File: src/rtl/lookup_sched_pkg.sv
// Shared types and constants for the flow-lookup scheduler: key/sequence/time/id widths,
// the buffered input entry, the in-flight tracker entry and a saturating counter helper.
package lookup_sched_pkg;

    localparam int TUPLE_W = 96;
    localparam int SQN_W   = 32;
    localparam int TIME_W  = 32;
    localparam int ID_W    = 16;
    localparam int CNT_W   = 16;

    typedef struct packed {
        logic [TUPLE_W-1:0] tuple;
        logic [SQN_W-1:0]   sqn;
        logic [TIME_W-1:0]  ts;
    } entry_t;

    typedef struct packed {
        logic               port;
        logic [SQN_W-1:0]   sqn;
        logic [TIME_W-1:0]  ts;
    } track_t;

    localparam int ENTRY_W = $bits(entry_t);
    localparam int TRACK_W = $bits(track_t);

    function automatic logic [CNT_W-1:0] sat_inc(input logic [CNT_W-1:0] c);
        return (&c) ? c : c + 1'b1;
    endfunction

endpackage

File: src/rtl/sync_fifo.sv
// Single-clock FIFO with show-ahead read data; writes into a full FIFO and reads from an
// empty FIFO are ignored. DEPTH must be a power of two, at least 2.
module sync_fifo #(
    parameter int WIDTH = 8,
    parameter int DEPTH = 4
) (
    input  logic                     clk,
    input  logic                     reset,
    input  logic                     wr_en,
    input  logic [WIDTH-1:0]         wr_data,
    input  logic                     rd_en,
    output logic [WIDTH-1:0]         rd_data,
    output logic                     full,
    output logic                     empty,
    output logic [$clog2(DEPTH):0]   count
);

    localparam int AW = $clog2(DEPTH);

    logic [WIDTH-1:0] mem [DEPTH];
    logic [AW-1:0]    wr_ptr;
    logic [AW-1:0]    rd_ptr;
    logic             do_wr;
    logic             do_rd;

    assign full    = (count == (AW+1)'(DEPTH));
    assign empty   = (count == '0);
    assign do_wr   = wr_en && !full;
    assign do_rd   = rd_en && !empty;
    assign rd_data = mem[rd_ptr];

    always_ff @(posedge clk or posedge reset) begin
        if (reset) begin
            wr_ptr <= '0;
            rd_ptr <= '0;
            count  <= '0;
        end else begin
            if (do_wr) wr_ptr <= wr_ptr + 1'b1;
            if (do_rd) rd_ptr <= rd_ptr + 1'b1;
            case ({do_wr, do_rd})
                2'b10:   count <= count + 1'b1;
                2'b01:   count <= count - 1'b1;
                default: count <= count;
            endcase
        end
    end

    // Storage carries data only, so it is left out of reset.
    always_ff @(posedge clk) begin
        if (do_wr) mem[wr_ptr] <= wr_data;
    end

endmodule

File: src/rtl/lookup_sched.sv
// Timestamps egress/ingress parser results, arbitrates them round-robin onto the shared
// flow-lookup engine and routes in-order lookup results back to the originating port.
module lookup_sched
    import lookup_sched_pkg::*;
#(
    parameter int FIFO_DEPTH = 4,
    parameter int MAX_OUT    = 8
) (
    input  logic               clk,
    input  logic               reset,
    input  logic               in_valid_0,
    input  logic [TUPLE_W-1:0] in_tuple_0,
    input  logic [SQN_W-1:0]   in_sqn_0,
    input  logic               in_valid_1,
    input  logic [TUPLE_W-1:0] in_tuple_1,
    input  logic [SQN_W-1:0]   in_sqn_1,
    input  logic               in_search_ready,
    output logic               out_valid_search,
    output logic [TUPLE_W-1:0] out_search_key,
    input  logic               in_valid_result,
    input  logic               in_result_hit,
    input  logic [ID_W-1:0]    in_result_id,
    output logic               out_valid_0,
    output logic [ID_W-1:0]    out_id_0,
    output logic [TIME_W-1:0]  out_time_0,
    output logic [SQN_W-1:0]   out_sqn_0,
    output logic               out_valid_1,
    output logic [ID_W-1:0]    out_id_1,
    output logic [TIME_W-1:0]  out_time_1,
    output logic [SQN_W-1:0]   out_sqn_1,
    output logic [CNT_W-1:0]   out_drop_cnt_0,
    output logic [CNT_W-1:0]   out_drop_cnt_1,
    output logic [CNT_W-1:0]   out_miss_cnt,
    output logic               out_err
);

    logic [TIME_W-1:0] time_cnt;
    entry_t            wr_entry_0, wr_entry_1, head_0, head_1, gnt_entry;
    track_t            trk_wr, trk_head;
    logic              full_0, full_1, empty_0, empty_1, trk_full, trk_empty;
    logic              grant, grant_port, last_grant, res_pop, hit_0, hit_1;
    logic [$clog2(FIFO_DEPTH):0] cnt_0_unused, cnt_1_unused;
    logic [$clog2(MAX_OUT):0]    trk_cnt_unused;

    assign wr_entry_0 = '{tuple: in_tuple_0, sqn: in_sqn_0, ts: time_cnt};
    assign wr_entry_1 = '{tuple: in_tuple_1, sqn: in_sqn_1, ts: time_cnt};

    sync_fifo #(.WIDTH(ENTRY_W), .DEPTH(FIFO_DEPTH)) u_fifo_0 (
        .clk(clk), .reset(reset),
        .wr_en(in_valid_0), .wr_data(wr_entry_0),
        .rd_en(grant && !grant_port), .rd_data(head_0),
        .full(full_0), .empty(empty_0), .count(cnt_0_unused)
    );

    sync_fifo #(.WIDTH(ENTRY_W), .DEPTH(FIFO_DEPTH)) u_fifo_1 (
        .clk(clk), .reset(reset),
        .wr_en(in_valid_1), .wr_data(wr_entry_1),
        .rd_en(grant && grant_port), .rd_data(head_1),
        .full(full_1), .empty(empty_1), .count(cnt_1_unused)
    );

    // Grant: alternate when both ports wait, otherwise serve whichever is non-empty.
    always_comb begin
        grant      = in_search_ready && !trk_full && !(empty_0 && empty_1);
        grant_port = (!empty_0 && !empty_1) ? ~last_grant : empty_0;
        gnt_entry  = grant_port ? head_1 : head_0;
        trk_wr     = '{port: grant_port, sqn: gnt_entry.sqn, ts: gnt_entry.ts};
    end

    assign res_pop = in_valid_result && !trk_empty;
    assign hit_0   = res_pop && in_result_hit && !trk_head.port;
    assign hit_1   = res_pop && in_result_hit &&  trk_head.port;

    // Tracker full is sampled before this cycle's pop, so a pop never opens a slot early.
    sync_fifo #(.WIDTH(TRACK_W), .DEPTH(MAX_OUT)) u_tracker (
        .clk(clk), .reset(reset),
        .wr_en(grant), .wr_data(trk_wr),
        .rd_en(res_pop), .rd_data(trk_head),
        .full(trk_full), .empty(trk_empty), .count(trk_cnt_unused)
    );

    // Issue stage and bookkeeping counters.
    always_ff @(posedge clk or posedge reset) begin
        if (reset) begin
            time_cnt         <= '0;
            last_grant       <= 1'b1;
            out_valid_search <= 1'b0;
            out_search_key   <= '0;
            out_drop_cnt_0   <= '0;
            out_drop_cnt_1   <= '0;
            out_miss_cnt     <= '0;
            out_err          <= 1'b0;
        end else begin
            time_cnt         <= time_cnt + 1'b1;
            out_valid_search <= grant;
            if (grant) begin
                last_grant     <= grant_port;
                out_search_key <= gnt_entry.tuple;
            end
            if (in_valid_0 && full_0) out_drop_cnt_0 <= sat_inc(out_drop_cnt_0);
            if (in_valid_1 && full_1) out_drop_cnt_1 <= sat_inc(out_drop_cnt_1);
            if (res_pop && !in_result_hit) out_miss_cnt <= sat_inc(out_miss_cnt);
            if (in_valid_result && trk_empty) out_err <= 1'b1;
        end
    end

    // Result stage: one-cycle pulse on the originating port, data held between pulses.
    always_ff @(posedge clk or posedge reset) begin
        if (reset) begin
            out_valid_0 <= 1'b0;
            out_id_0    <= '0;
            out_time_0  <= '0;
            out_sqn_0   <= '0;
            out_valid_1 <= 1'b0;
            out_id_1    <= '0;
            out_time_1  <= '0;
            out_sqn_1   <= '0;
        end else begin
            out_valid_0 <= hit_0;
            out_valid_1 <= hit_1;
            if (hit_0) begin
                out_id_0   <= in_result_id;
                out_time_0 <= trk_head.ts;
                out_sqn_0  <= trk_head.sqn;
            end
            if (hit_1) begin
                out_id_1   <= in_result_id;
                out_time_1 <= trk_head.ts;
                out_sqn_1  <= trk_head.sqn;
            end
        end
    end

endmodule

File: config.mk
export PLATFORM = sky130hd
export DESIGN_NAME = lookup_sched
export DESIGN_NICKNAME = d
export VERILOG_FILES = /design/src/rtl/lookup_sched_pkg.sv /design/src/rtl/sync_fifo.sv /design/src/rtl/lookup_sched.sv
export SDC_FILE = /design/constraint.sdc
export NUM_CORES = 2
export LEC_CHECK = 0
export CAP_MARGIN = 25
export CORE_ASPECT_RATIO = 2
export CORE_UTILIZATION = 49
export DETAILED_ROUTE_END_ITERATION = 10
export GPL_TIMING_DRIVEN = 1
export HOLD_SLACK_MARGIN = 0.05
export PLACE_DENSITY_LB_ADDON = 0.05
export SYNTH_ARGS = -nofsm -noshare
export SYNTH_HDL_FRONTEND = slang
export SYNTH_SLANG_ARGS = --single-unit
File: constraint.sdc
create_clock -name clk -period 17.22 [get_ports clk]
set_input_delay 1.722 -clock clk [delete_from_list [all_inputs] [get_ports clk]]
set_output_delay 1.722 -clock clk [all_outputs]
set_load 0.03 [all_outputs]
==> summary.txt <==
Status
  – Outcome: finished clean

Routing
  – First-pass iteration count of the detailed router: 5
  – DRT Wirelength: 183000 microns
  – Routed via count divided by cell count: 5.70
  – Iteration-0 DRC Markers: 2179
  – Antenna violation net count after detailed routing: 0
  – Vias: 38219
  – Routed WL per cell: 27.2 microns
  – Post-detailed-route DRC marker count: 0

Setup path
  – Combined buffer and inverter count along the critical path: 6
  – Setup slack of the worst register-to-register path: 13.17 ns
  – Start-to-end type of the worst setup path: input port to register
  – Nature of the critical path startpoint: input port
  – Kind of cell with the highest combined delay on the critical path: buffers and inverters
  – Crit path DAT: 5.11 ns
  – Worst path max stage delay: 0.67 ns
  – Required time reported for the critical path endpoint: 17.64 ns
  – Critical Path Fanout Max: 48
  – Most frequent CP cell: buf_4
  – Critical Path End Type: register
  – Critical-path top delay cell: a211oi_2
  – Cell chain of the critical path: clkdlybuf4s50_1 > inv_1 > a211oi_2 > inv_4 > buf_4 > nor4_2 > buf_4 > buf_4

Timing
  – Highest achievable clock rate: 0.214 GHz
  – Setup violation total in the final timing report: 0
  – Period utilisation layout: 0.272
  – Final critical path time including I/O delays and setup: 4.68 ns
  – Unrepaired setup endpoints after global routing: false
  – Largest clock skew in the final design: 0.0540 ns
  – Final-layout setup total negative slack: 0 ns
  – Number of pins with negative max-slew slack in the final report: 0
  – Transition time at the pin with the least slew margin: 0.985 ns
  – Max-Slew Margin vs Limit: 0.326
  – Hold Fails Final Rpt: 0

Clocking
  – Clock latency on the worst-skew pair: 0.84 ns
  – Number of buffers between clock root and the deepest sink: 4
  – Clk sinks: 2165
  – Number of H-tree levels: 4
  – Register clock-pin slew on the reported worst setup and hold paths: 0.07 ns
  – TritonCTS clock tree: yes
  – Buffer cell driving the clock tree root: clkbuf_16
  – Post-CTS resize count: 0
  – Number of CTS-inserted buffers: 194
  – Number of hold buffers added after cts: 0
  – Count of buffers added by post-CTS timing repair for setup: 0

Floorplanning
  – Die area: 168000 sq um
  – Core outline area: 165000 sq um
  – Die Height: 579 microns
  – Count of standard-cell rows: 211
  – Initial core utilization: 0.494
  – Io pins: 587
  – Die Width: 290 microns

Final layout
  – # nets final: 4711
  – Commonest non-fill, non-tap cell in the layout: edfxtp_1
  – Commonest non-fill, non-tap cells in the layout: edfxtp_1 (1800), clkdlybuf4s50_1 (586), mux4_2 (449)
  – Share of layout cells above drive strength 1: 0.244
  – Layout area overhead: 17.9%
  – Post-route insts no fill: 6708

Synthesis
  – Number of synthesized flops with an enable pin: 1800
  – Number of synthesized register bits: 2165
  – Synth Warn #: 0
  – Syn avg cell area: 21.8 sq um
  – Number of distinct library cells after synthesis: 56
  – Seq/Total Area, Yosys: 0.776
  – Prevailing post-synth register cell: edfxtp_1
  – Number of instances in the synthesized netlist: 3734
  – Post-synthesis instance area: 81500 sq um
  – Synthesized net count: 4034
  – Share of flip-flops with an asynchronous set or reset: 0.169

Job
  – Number of max-cap violations: 0

Power
  – Peak supply drop: 0.133 mV
  – Leakage power figure: 0.0329 uW
  – PD cells: 183 nW/um^2

GRT
  – Global-route total usage across every layer: 0.221
  – Initial antenna violation count: 69
  – Via count of the first global-routing pass: 41464
  – Global-route wire length before repair: 273000 microns
  – Largest net degree at the start of global routing: 143
  – Aggregate global routing overflow: 0

Place
  – Detailed-placement wirelength estimate: 111000 microns
  – # placed instances: 6344
  – IO Port Bufs: 586
  – Routability cong.: 0.768

Worst hold path
  – Type of the tightest min-delay check: register to register
[logic make-up after synthesis]
| kind of cell | count (synthesis) | synth area share |
|---|---|---|
| compound gates | 135 | 0.0126 |
| xor+xnor | 88 | 0.00946 |
| fa+ha+maj | 21 | 0.00341 |
| buf+inv | 194 | 0.0110 |
| flops | 2165 | 0.776 |
| mux | 749 | 0.166 |
| simple gates | 382 | 0.0223 |
[routing by layer]
| layer | GRT usage | wire length [microns] | vias up |
|---|---|---|---|
| li1 | - | - | 16567 |
| met1 | 0.264 | 69200 | 20158 |
| met2 | 0.390 | 95300 | 1036 |
| met3 | 0.0622 | 13100 | 356 |
| met4 | 0.0625 | 4490 | 102 |
| met5 | 0 | 664 | - |
[metrics by stage]
step / power [uW] / utilization / hold slack, ns / cell area (sq um) / setup WS, ns
floorplan: 11500 / - / 0.495 / 81500 / 5.37
global placement: 13500 / 0.545 / 0.449 / 89900 / 11.67
detailed placement: 13600 / 0.545 / 0.458 / 89900 / 11.63
CTS: 17800 / 0.582 / 0.471 / 96000 / 12.47
global route: 18400 / 0.582 / 0.492 / 96000 / 12.28
finish: 17600 / 0.582 / 0.470 / 96000 / 12.54
[layout make-up]
cell class / count / area [sq um]
Multi-Input combinational cell: 1375 / 17500
Clock buffer: 262 / 5340
Timing Repair Buffer: 651 / 6450
Antenna cell: 13 / 32.5
Clock inverter: 88 / 772
Sequential cell: 2165 / 63200
Tap cell: 2130 / 2670
Fill cell: 12118 / 69000
Inverter: 24 / 100
[path summary, 6_finish.rpt]
| check | start | endpoint | cells after the start |
|---|---|---|---|
| worst max register to register | u_tracker.count[1] | u_tracker.mem[5][43] | 8 |
| worst min register to register | out_search_key[29] | out_search_key[29] | 2 |
| worst min-delay path | out_search_key[29] | out_search_key[29] | 2 |
| worst max-delay path | in_search_ready | u_tracker.mem[5][43] | 8 |
| max in group asynchronous | reset | out_sqn_1[12] | 5 |
| min in group asynchronous | reset | time_cnt[19] | 2 |
[worst reg2reg max path: stages (launching register included)]
cell	delay (ns)
dfrtp_1	0.56
nor4b_2	0.11
buf_4	0.20
a211oi_2	0.63
inv_4	0.32
buf_4	0.48
nor4_2	0.25
buf_4	0.41
buf_4	0.62
[power by group]
part | leakage (uW) | switching, uW | internal, uW
registers | 0.0213 | 548 | 7250
clock network | 0.00298 | 1880 | 2330
logic | 0.00858 | 3160 | 2390
[registers in the layout (all words and copies together) (netlist names), 3 cells and up]
signal	cells
u_fifo_0.count	3
u_tracker.mem	520
out_drop_cnt_0	16
u_tracker.rd_ptr	3
out_sqn_1	32
out_sqn_0	32
out_drop_cnt_1	16
out_time_1	32
u_fifo_1.mem	640
time_cnt	32
out_search_key	96
out_id_1	16
out_time_0	32
u_fifo_0.mem	640
out_miss_cnt	16
out_id_0	16
u_tracker.count	4
u_tracker.wr_ptr	3
u_fifo_1.count	3
[Yosys cell counts (5+ instances only)]
| library cell | n | area, sq um |
|---|---|---|
| and2_1 | 14 | 87.6 |
| nand2_1 | 224 | 841 |
| nor3_1 | 24 | 120 |
| edfxtp_1 | 1800 | 54100 |
| ha_1 | 19 | 238 |
| nor4_1 | 18 | 113 |
| xnor2_1 | 48 | 420 |
| xor2_1 | 40 | 350 |
| buf_6 | 8 | 90.1 |
| a22oi_1 | 96 | 721 |
| a21oi_1 | 6 | 30.0 |
| mux2_1 | 11 | 124 |
| o21ai_0 | 10 | 50.1 |
| inv_1 | 22 | 82.6 |
| mux2i_1 | 5 | 50.1 |
| mux2_2 | 284 | 3200 |
| nor2_1 | 13 | 48.8 |
| mux4_2 | 449 | 10100 |
| clkbuf_1 | 89 | 334 |
| and3_1 | 13 | 81.3 |
| buf_4 | 13 | 97.6 |
| buf_2 | 49 | 245 |
| buf_1 | 11 | 41.3 |
| dfrtp_1 | 364 | 9110 |
| nand3_1 | 25 | 125 |
| nand4_1 | 19 | 119 |
| and4_1 | 13 | 114 |
(Power assumes the default switching activity.)
